<file path="config.mk">
export PLATFORM = sky130hd
export DESIGN_NAME = mini_stream_subsystem
export DESIGN_NICKNAME = d
export VERILOG_FILES = /design/src/rtl/mini_stream_subsystem.sv
export SDC_FILE = /design/constraint.sdc
export NUM_CORES = 1
export LEC_CHECK = 0
export ABC_AREA = 1
export BUFFER_PORTS_ARGS = -buffer_cell sky130_fd_sc_hd__buf_2
export CORE_MARGIN = 8
export CORE_UTILIZATION = 30
export CTS_BUF_LIST = sky130_fd_sc_hd__clkbuf_8
export DETAILED_ROUTE_END_ITERATION = 12
export GPL_ROUTABILITY_DRIVEN = 0
export SYNTH_ARGS = -nofsm -noshare
export SYNTH_HDL_FRONTEND = slang
export SYNTH_SLANG_ARGS = --single-unit
</file>
<file path="constraint.sdc">
create_clock -name clk -period 6.19 [get_ports clk]
set_clock_uncertainty 0.15 [all_clocks]
set_input_delay 0.3095 -clock clk [delete_from_list [all_inputs] [get_ports clk]]
set_output_delay 0.3095 -clock clk [all_outputs]
set_load 0.01 [all_outputs]
</file>
<file path="src/rtl/mini_stream_subsystem.sv">
// mini_stream_subsystem: a counter feeds a registered ALU stage whose results
// stream into a FIFO. The generator advances only while the FIFO can take both
// the in-flight ALU result and the new one, so no write is ever dropped.
module mini_stream_subsystem #(
  parameter int N        = 8,
  parameter int DEPTH    = 16,
  parameter int AF_LEVEL = DEPTH - 2
) (
  input  logic                       clk,
  input  logic                       rst,
  input  logic                       enable,
  input  logic [1:0]                 cnt_mode,
  input  logic [N-1:0]               load_val,
  input  logic [N-1:0]               ext_data,
  input  logic [2:0]                 alu_sel,
  input  logic                       fifo_rd,
  input  logic                       err_clr,
  output logic [N-1:0]               fifo_out,
  output logic                       fifo_out_valid,
  output logic                       fifo_empty,
  output logic                       fifo_full,
  output logic                       fifo_almost_full,
  output logic [$clog2(DEPTH):0]     fifo_count,
  output logic                       err_underflow
);

  localparam int AW = $clog2(DEPTH);
  localparam int CW = AW + 1;

  typedef enum logic [1:0] {
    MODE_UP   = 2'b00,
    MODE_DOWN = 2'b01,
    MODE_LOAD = 2'b10,
    MODE_HOLD = 2'b11
  } cnt_mode_e;

  typedef enum logic [2:0] {
    OP_ADD = 3'b000,
    OP_SUB = 3'b001,
    OP_AND = 3'b010,
    OP_OR  = 3'b011,
    OP_XOR = 3'b100,
    OP_NOT = 3'b101,
    OP_SHL = 3'b110,
    OP_SHR = 3'b111
  } alu_op_e;

  logic [N-1:0]  cnt_q, cnt_d;
  logic [N-1:0]  alu_reg_q, alu_reg_d;
  logic          alu_valid_q, alu_valid_d;
  logic [AW-1:0] wr_ptr_q, wr_ptr_d;
  logic [AW-1:0] rd_ptr_q, rd_ptr_d;
  logic [CW-1:0] count_q, count_d;
  logic [N-1:0]  fifo_out_q, fifo_out_d;
  logic          fifo_out_valid_q, fifo_out_valid_d;
  logic          err_q, err_d;

  logic [N-1:0]  mem [DEPTH];

  logic [CW:0]   occ_sum;
  logic          advance;
  logic          wr_en;
  logic          rd_en;
  logic [N-1:0]  alu_result;

  // Status flags come straight from the registered occupancy.
  assign fifo_empty       = (count_q == '0);
  assign fifo_full        = (count_q == CW'(DEPTH));
  assign fifo_almost_full = (count_q >= CW'(AF_LEVEL));
  assign fifo_count       = count_q;
  assign fifo_out         = fifo_out_q;
  assign fifo_out_valid   = fifo_out_valid_q;
  assign err_underflow    = err_q;

  // ALU on the pre-update counter value and the external operand.
  always_comb begin
    // NOTE: every always_comb output gets a default first so no path leaves it unassigned (no latch).
    alu_result = '0;
    unique case (alu_op_e'(alu_sel))
      OP_ADD: alu_result = cnt_q + ext_data;
      OP_SUB: alu_result = cnt_q - ext_data;
      OP_AND: alu_result = cnt_q & ext_data;
      OP_OR:  alu_result = cnt_q | ext_data;
      OP_XOR: alu_result = cnt_q ^ ext_data;
      OP_NOT: alu_result = ~cnt_q;
      OP_SHL: alu_result = cnt_q << 1;
      OP_SHR: alu_result = cnt_q >> 1;
      default: alu_result = '0;
    endcase
  end

  // Next-state for generator, FIFO bookkeeping, read port and error flag.
  always_comb begin
    // Advancing reserves a slot for the in-flight result as well as the new one.
    occ_sum          = {1'b0, count_q} + {{CW{1'b0}}, alu_valid_q};
    advance          = enable && (occ_sum < (CW + 1)'(DEPTH));
    wr_en            = alu_valid_q;
    rd_en            = fifo_rd && !fifo_empty;

    cnt_d            = cnt_q;
    alu_reg_d        = alu_reg_q;
    alu_valid_d      = advance;
    wr_ptr_d         = wr_ptr_q;
    rd_ptr_d         = rd_ptr_q;
    count_d          = count_q;
    fifo_out_d       = fifo_out_q;
    fifo_out_valid_d = rd_en;
    err_d            = err_q;

    if (advance) begin
      alu_reg_d = alu_result;
      unique case (cnt_mode_e'(cnt_mode))
        MODE_UP:   cnt_d = cnt_q + N'(1);
        MODE_DOWN: cnt_d = cnt_q - N'(1);
        MODE_LOAD: cnt_d = load_val;
        MODE_HOLD: cnt_d = cnt_q;
        default:   cnt_d = cnt_q;
      endcase
    end

    if (wr_en) wr_ptr_d = wr_ptr_q + AW'(1);
    if (rd_en) begin
      rd_ptr_d   = rd_ptr_q + AW'(1);
      fifo_out_d = mem[rd_ptr_q];
    end

    unique case ({wr_en, rd_en})
      2'b10:   count_d = count_q + CW'(1);
      2'b01:   count_d = count_q - CW'(1);
      default: count_d = count_q;
    endcase

    // Underflow is applied after the clear so it wins on the same edge.
    if (err_clr) err_d = 1'b0;
    if (fifo_rd && fifo_empty) err_d = 1'b1;
  end

  // Control and datapath registers, cleared asynchronously.
  always_ff @(posedge clk or negedge rst) begin
    if (!rst) begin
      cnt_q            <= '0;
      alu_reg_q        <= '0;
      alu_valid_q      <= 1'b0;
      wr_ptr_q         <= '0;
      rd_ptr_q         <= '0;
      count_q          <= '0;
      fifo_out_q       <= '0;
      fifo_out_valid_q <= 1'b0;
      err_q            <= 1'b0;
    end else begin
      // NOTE: sequential state uses non-blocking assignments so all flops update from pre-edge values.
      cnt_q            <= cnt_d;
      alu_reg_q        <= alu_reg_d;
      alu_valid_q      <= alu_valid_d;
      wr_ptr_q         <= wr_ptr_d;
      rd_ptr_q         <= rd_ptr_d;
      count_q          <= count_d;
      fifo_out_q       <= fifo_out_d;
      fifo_out_valid_q <= fifo_out_valid_d;
      err_q            <= err_d;
    end
  end

  // FIFO storage write port.
  // NOTE: storage has no reset; resetting pointers and count is enough to make stale entries unreachable.
  always_ff @(posedge clk) begin
    if (wr_en) mem[wr_ptr_q] <= alu_reg_q;
  end

endmodule

</file>
=== Word level (Yosys, flattened, before mapping) ===
Memories as Yosys holds them, arrays and structs flattened. A register that Yosys moved wholly into a read port is not among the register bits.
Index checks and enable logic that the tools add are counted.

* Eq/ne operators: 13
* Reduce and logical (&&, ||, !) cells: 11
* Multiplexer cells: 7
* $lt $le $gt $ge: 2
* Shifts and indexed selects: 0
* Divide/modulo/power cells: 0
* $add $sub $neg: 9
* $mul: 0
* Bitwise operators: 5

{| class="wikitable"
|+ Operators by type and width
! cell !! number
|-
| one-hot mux 8 bit (8 select lines) || 1
|-
| one-hot mux 8 bit (3 select lines) || 1
|-
| == test 3 bit (second input constant) || 4
|-
| one-hot mux 5 bit (2 select lines) || 1
|-
| adder 4 x 1 -> 4 bit (second input constant) || 2
|-
| adder 8 x 1 -> 8 bit (second input constant) || 1
|-
| adder 8 bit || 1
|-
| AND 8 bit || 1
|-
| NOT 8 bit || 1
|-
| bitwise OR 8 bit || 1
|-
| subtractor 8 x 1 -> 8 bit (second input constant) || 1
|-
| subtractor 8 bit || 1
|-
| bitwise XOR 8 bit || 1
|-
| adder 5 x 1 -> 6 bit || 1
|-
| == test 2 bit (second input constant) || 3
|-
| == test 3 x 2 -> 1 bit (second input constant) || 2
|-
| < comparator 6 x 5 -> 1 bit (second input constant) || 1
|-
| adder 5 x 1 -> 5 bit (second input constant) || 1
|-
| == test 5 bit (second input constant) || 1
|-
| >= comparator 5 x 4 -> 1 bit (second input constant) || 1
|-
| logical NOT 5 bit || 1
|-
| subtractor 5 x 1 -> 5 bit (second input constant) || 1
|-
| == test 2 x 1 -> 1 bit (second input constant) || 2
|-
| two-way mux 1 bit || 4
|-
| 8 further kinds || 12
|}

* Logic and storage cells: 56
* Flip-flop bits (word level): 32
* Bits in writable memories: 128
* Output and inout bits: 18
* Latch bits: 0
* Memory bits (read-only): 0
* Memories kept: 1

{| class="wikitable"
|+ Memory list
! memory !! depth !! width !! rd ports !! clocked after memory_dff !! wr ports !! RTL line !! text
|-
| mem || 16 || 8 || 1 || 1 || 1 || 58 || <nowiki>logic [N-1:0] mem [DEPTH];</nowiki>
|}

=== Depth between registers and ports, before layout ===
* Depth in word-level cells: 5
* Depth in mapped cells: 16
* Mapped depth without buffers: 16

=== Least setup slack after synthesis ===
OpenSTA, ideal clock, no wires.

* Kind: flip-flop to flip-flop
* Start: reg count_q[0], in the netlist fifo_count[0]
* End: reg count_q[4], in the netlist fifo_count[4]
* Data required time: 5.913 ns
* Data arrival time: 2.174 ns
* Cell stages (with the launch flop): 17
* Buffers on the path: 1
* Slack: 3.739 ns
* Setup time: 0.127 ns
* Path through: dfrtp_1 > inv_2 > nand4_1 > or2_1 > nand2_1 > inv_1 > buf_2 > ha_1 > inv_1 > fa_1 > inv_1 > nand2_1 > nand2_1 > a21oi_1 > xor2_1 > nand2_1 > o21ai_0

* Longest elaborated chain between the ends: 5
* Elaborated cells on any way between the ends: 9

{| class="wikitable"
|+ RTL lines
! what !! RTL line !! text
|-
| from (decl) || 53 || <nowiki>logic [CW-1:0] count_q, count_d;</nowiki>
|-
| from (signal assigned) || 157 || <nowiki>count_q <= count_d;</nowiki>
|-
| logical NOT 5 bit (*) || 67 || <nowiki>assign fifo_empty = (count_q == '0);</nowiki>
|-
| logical NOT 1 bit (*) || 98 || <nowiki>rd_en = fifo_rd && !fifo_empty;</nowiki>
|-
| logical AND 1 bit (*) || 98 ||
|-
| named net fifo_out_valid_d || 55 || <nowiki>logic fifo_out_valid_q, fifo_out_valid_d;</nowiki>
|-
| == test 2 x 1 -> 1 bit / == test 2 bit (equally long branches) || 127 || <nowiki>unique case ({wr_en, rd_en})</nowiki>
|-
| one-hot mux 5 bit (2 select lines) / nonzero test 2 bit (equally long branches) || n/a ||
|}

The timed path passes the listed nets; every way through them passes the cells marked *.
A chain may end at the register's enable or synchronous reset.

=== Final worst setup path ===
* Start: reg count_q[0], in the netlist fifo_count[0]
* End: reg count_q[3], in the netlist fifo_count[3]

* Longest elaborated chain between the ends: 5
* Elaborated cells on any way between the ends: 9

{| class="wikitable"
|+ RTL lines
! what
|-
| branches (longest 5 deep; another with subtractor 5 x 1 -> 5 bit)
|}

Parallel ways; which one is timed is not known.

==> Flow_metrics.wiki <==
{| class="wikitable"
! Metric !! Value
|-
| DR vias/cell || about 4.7
|-
| Area of the mapped netlist || roughly 0.0084 mm^2
|-
| LEAKAGE || 3.77 nW
|-
| Family with the most delay on the worst path || simple AND/OR/NAND/NOR gates
|-
| Number of flip-flops and latches in the synthesized netlist || around 170
|-
| Starting DRT DRC Count || between 300 and 400
|-
| Post-route antenna net violation count || 0
|-
| Number of cells produced by synthesis || 841
|-
| Area Overhead vs Synth || 11.5%
|-
| Finish-stage setup viols || 0
|-
| # port buffers || 43
|-
| Unrepaired setup endpoints after global routing || false
|-
| Worst stage delay on the critical path || ~0.46 ns
|-
| Post-route core utilization || 33.7%
|-
| Core Footprint || around 0.028 mm^2
|-
| Average cell area after synthesis || ~9.9 um^2
|-
| Crit path max fanout || 14
|-
| Number of nets produced by synthesis || 909
|-
| Vias post-DR || roughly 6000
|-
| Worst-skew pair later-pin latency || around 0.45 ns
|-
| Count of buffer and inverter cells on the critical path || 3
|-
| Pin count of the biggest net entering global routing || 68
|-
| Area of the die || about 0.033 mm^2
|-
| Die boundary width || between 150 and 200 um
|-
| Deepest clock path buffer count || 2
|-
| Cell-by-cell trace of the critical path || inv_2 -> nand4_1 -> or2_1 -> nand2_1 -> inv_1 -> ha_1 -> ha_1 -> nand2_1 -> inv_1 -> o21ai_0 -> nand2_1 -> o21ai_0 -> a21oi_1 -> a21oi_1
|-
| Critical path start-end classification || register to register
|-
| Number of iterations in the first detailed-routing pass || 5
|-
| Remaining routing DRC violations || 0
|-
| Headroom to the max-slew limit || 25.1%
|-
| Commonest cells after routing, fill and taps aside || sky130_fd_sc_hd__nor2_1 (153), sky130_fd_sc_hd__nand2_1 (134), sky130_fd_sc_hd__edfxtp_1 (128)
|-
| VDD IR-drop max || between 0.2 and 0.3 mV
|-
| H-tree levels || 4
|-
| Count of pins on the block boundary || 44
|-
| Final routed wirelength across all metal layers || between 15000 and 20000 um
|-
| Average wire per standard cell || around 15 um
|-
| CP Capture Type || register
|-
| Number of inserted filler cells in the final layout || around 2800
|-
| CTS sink cnt || around 170
|-
| GRT Util Overall || between 10% and 20%
|-
| Cell Rows || between 60 and 70
|-
| Initial standard-cell utilization of the core || 30.3%
|-
| CP required || 6.41 ns
|-
| Cts bufs inserted || 17
|-
| Min cycle time layout || around 3.2 ns
|-
| Die Height || 183 um
|-
| Areal power density over the cells || about 440 mW/mm^2
|-
| Post-CTS clock slew at the launch and capture registers of the worst setup and hold paths || 0.10 ns
|-
| Arrival time worst endpoint || about 3.4 ns
|-
| Yosys warning total || 0
|-
| Fin Hold WS || approximately 0.032 ns
|-
| Kind of launch point of the worst setup path || register
|-
| Min-Delay Path Class || primary input to register
|-
| Total overflow reported by the global router || 0
|-
| Final number of hold-violating endpoints || 0
|-
| Proportion of layout cells with a drive suffix above 1 || 9.82%
|-
| Run status || finished, final reports clean
|-
| Final worst-path cycle share || about half
|-
| Placed wire-length estimate after detailed placement || approximately 13000 um
|-
| Netlist cell types || 35
|-
| Final-stage net count || roughly 950
|-
| Reported max-cap violation count || 0
|-
| Sequential cell area fraction in the yosys report || between 50% and 60%
|-
| Inserted Diodes || 0
|-
| Cell with the largest stage delay on the worst path || sky130_fd_sc_hd__dfrtp_1
|-
| Sum Neg Setup Slack || 0 ns
|-
| TritonCTS clock tree || done
|-
| Global-route wire length before repair || between 30000 and 40000 um
|-
| Dominant cell type by count on the critical path || sky130_fd_sc_hd__nand2_1
|-
| Final Max Tran Viols || 0
|-
| Most common cell after layout, fill and taps aside || sky130_fd_sc_hd__nor2_1
|-
| Number of antenna violations at the first check in global routing || 0
|-
| Root buffer cell || sky130_fd_sc_hd__clkbuf_8
|-
| Worst slew pin tran || ~1.1 ns
|-
| Number of global-route vias before repair || ~5700
|-
| Highest attainable clock frequency || ~320 MHz
|}
## state kept, by name, indices dropped and copies added (netlist names)
signal          cells
mem               128
alu_reg_q           8
cnt_q               8
fifo_out            8
fifo_count          5
rd_ptr_q            4
wr_ptr_q            4
alu_valid_q         1
err_underflow       1
fifo_out_valid      1
## worst register-to-register path, cell delays in order, from the launching register on
cell and delay, ns:
sky130_fd_sc_hd__dfrtp_1 0.46, sky130_fd_sc_hd__inv_2 0.10, sky130_fd_sc_hd__nand4_1 0.11, sky130_fd_sc_hd__or2_1 0.24, sky130_fd_sc_hd__nand2_1 0.33, sky130_fd_sc_hd__inv_1 0.32, sky130_fd_sc_hd__ha_1 0.36, sky130_fd_sc_hd__ha_1 0.31
sky130_fd_sc_hd__nand2_1 0.08, sky130_fd_sc_hd__inv_1 0.04, sky130_fd_sc_hd__o21ai_0 0.18, sky130_fd_sc_hd__nand2_1 0.10, sky130_fd_sc_hd__o21ai_0 0.15, sky130_fd_sc_hd__a21oi_1 0.06, sky130_fd_sc_hd__a21oi_1 0.11
## per-stage QoR
step | cell area, um^2 | setup WS (ns) | total power (W) | instances
floorplan | 8360 | 3.74 | 0.00292 | 841
global placement | 8880 | 3.24 | 0.00339 | 1235
detailed placement | 8880 | 3.11 | 0.00343 | 1235
CTS | 9320 | 3.08 | 0.00417 | 1274
global route | 9320 | 2.77 | 0.00445 | 1274
finish | 9320 | 3.03 | 0.00413 | 1274
## cell type report
type | instances | area [um^2] | area share [%]
flip-flops and latches | 168 | 4850 | 52.0
multi-input cells | 570 | 3040 | 32.7
well taps | 378 | 473 | 5.07
repair buffers | 53 | 308 | 3.30
inverters | 73 | 274 | 2.94
clock buffers | 17 | 234 | 2.51
clock inverters | 15 | 143 | 1.53
## path summary, 6_finish.rpt
kind,from,slack [ns],cells after the start,to
max in group asynchronous,rst,5.15,3,rd_ptr_q[1]
min in group asynchronous,rst,0.30,3,cnt_q[5]
setup / recovery,fifo_count[0],3.03,14,fifo_count[3]
setup reg to reg,fifo_count[0],3.03,14,fifo_count[3]
hold reg to reg,fifo_out[0],0.35,2,fifo_out[0]
hold / removal,load_val[5],0.03,5,cnt_q[5]
## layer usage
| layer | track usage (%) | wire (um) | vias up |
|---|---|---|---|
| met5 | 0 | 0 | - |
| met4 | 4.03 | 357 | 0 |
| met3 | 2.18 | 793 | 27 |
| met2 | 19.8 | 9580 | 139 |
| met1 | 14.4 | 8700 | 2881 |
| li1 | - | - | 2962 |
## cell usage after synthesis
cell type	n	share of area [%]
sky130_fd_sc_hd__a21boi_0	1	0.090
sky130_fd_sc_hd__a21o_1	1	0.090
sky130_fd_sc_hd__a21oi_1	29	1.7
sky130_fd_sc_hd__a22oi_1	3	0.27
sky130_fd_sc_hd__a31oi_1	2	0.15
sky130_fd_sc_hd__buf_2	14	0.84
sky130_fd_sc_hd__buf_4	4	0.36
sky130_fd_sc_hd__buf_6	7	0.94
sky130_fd_sc_hd__clkbuf_1	5	0.22
sky130_fd_sc_hd__clkinv_1	2	0.090
sky130_fd_sc_hd__dfrtp_1	40	12
sky130_fd_sc_hd__edfxtp_1	128	46
sky130_fd_sc_hd__fa_1	3	0.72
sky130_fd_sc_hd__ha_1	39	5.8
sky130_fd_sc_hd__inv_1	68	3.1
sky130_fd_sc_hd__inv_2	3	0.13
sky130_fd_sc_hd__nand2_1	134	6.0
sky130_fd_sc_hd__nand3_1	39	2.3
sky130_fd_sc_hd__nand3_2	1	0.12
sky130_fd_sc_hd__nand3b_1	2	0.18
sky130_fd_sc_hd__nand4_1	7	0.52
sky130_fd_sc_hd__nor2_1	153	6.9
sky130_fd_sc_hd__nor2_2	1	0.075
sky130_fd_sc_hd__nor3_1	2	0.12
sky130_fd_sc_hd__o211ai_1	36	3.2
sky130_fd_sc_hd__o21a_1	1	0.090
sky130_fd_sc_hd__o21ai_0	71	4.3
sky130_fd_sc_hd__o21ai_1	19	1.1
sky130_fd_sc_hd__o21ai_2	1	0.10
sky130_fd_sc_hd__o221ai_1	1	0.10
sky130_fd_sc_hd__o22ai_1	1	0.075
sky130_fd_sc_hd__or2_1	1	0.075
sky130_fd_sc_hd__or2_2	3	0.22
sky130_fd_sc_hd__xnor2_1	3	0.31
sky130_fd_sc_hd__xor2_1	16	1.7
## logic make-up (layout without fill, tap and decap cells)
| family | Yosys count | in the layout | synth area share (%) |
|---|---|---|---|
| AOI/OAI and AO/OA | 166 | 166 | 11.3 |
| xor gates and xnor gates | 19 | 19 | 1.99 |
| buffers and inverters | 103 | 158 | 5.64 |
| adders and majority gates | 42 | 42 | 6.55 |
| DFF | 168 | 168 | 57.9 |
| and+or+nand+nor | 343 | 343 | 16.5 |
## power by group
part | total [W] | switching (W) | internal [W]
Clock | 0.000740 | 0.000445 | 0.000295
Sequential | 0.00187 | 0.000335 | 0.00154
Combinational | 0.00152 | 0.000992 | 0.000527
## what timing repair did
| item | in CTS | in global routing |
|---|---|---|
| gates resized for setup | 0 | 0 |
| hold buffers | 7 | 0 |
| setup buffers | 0 | 0 |
| hold endpoints to repair | 45 | 0 |
Power figures use the tool's default switching activity.
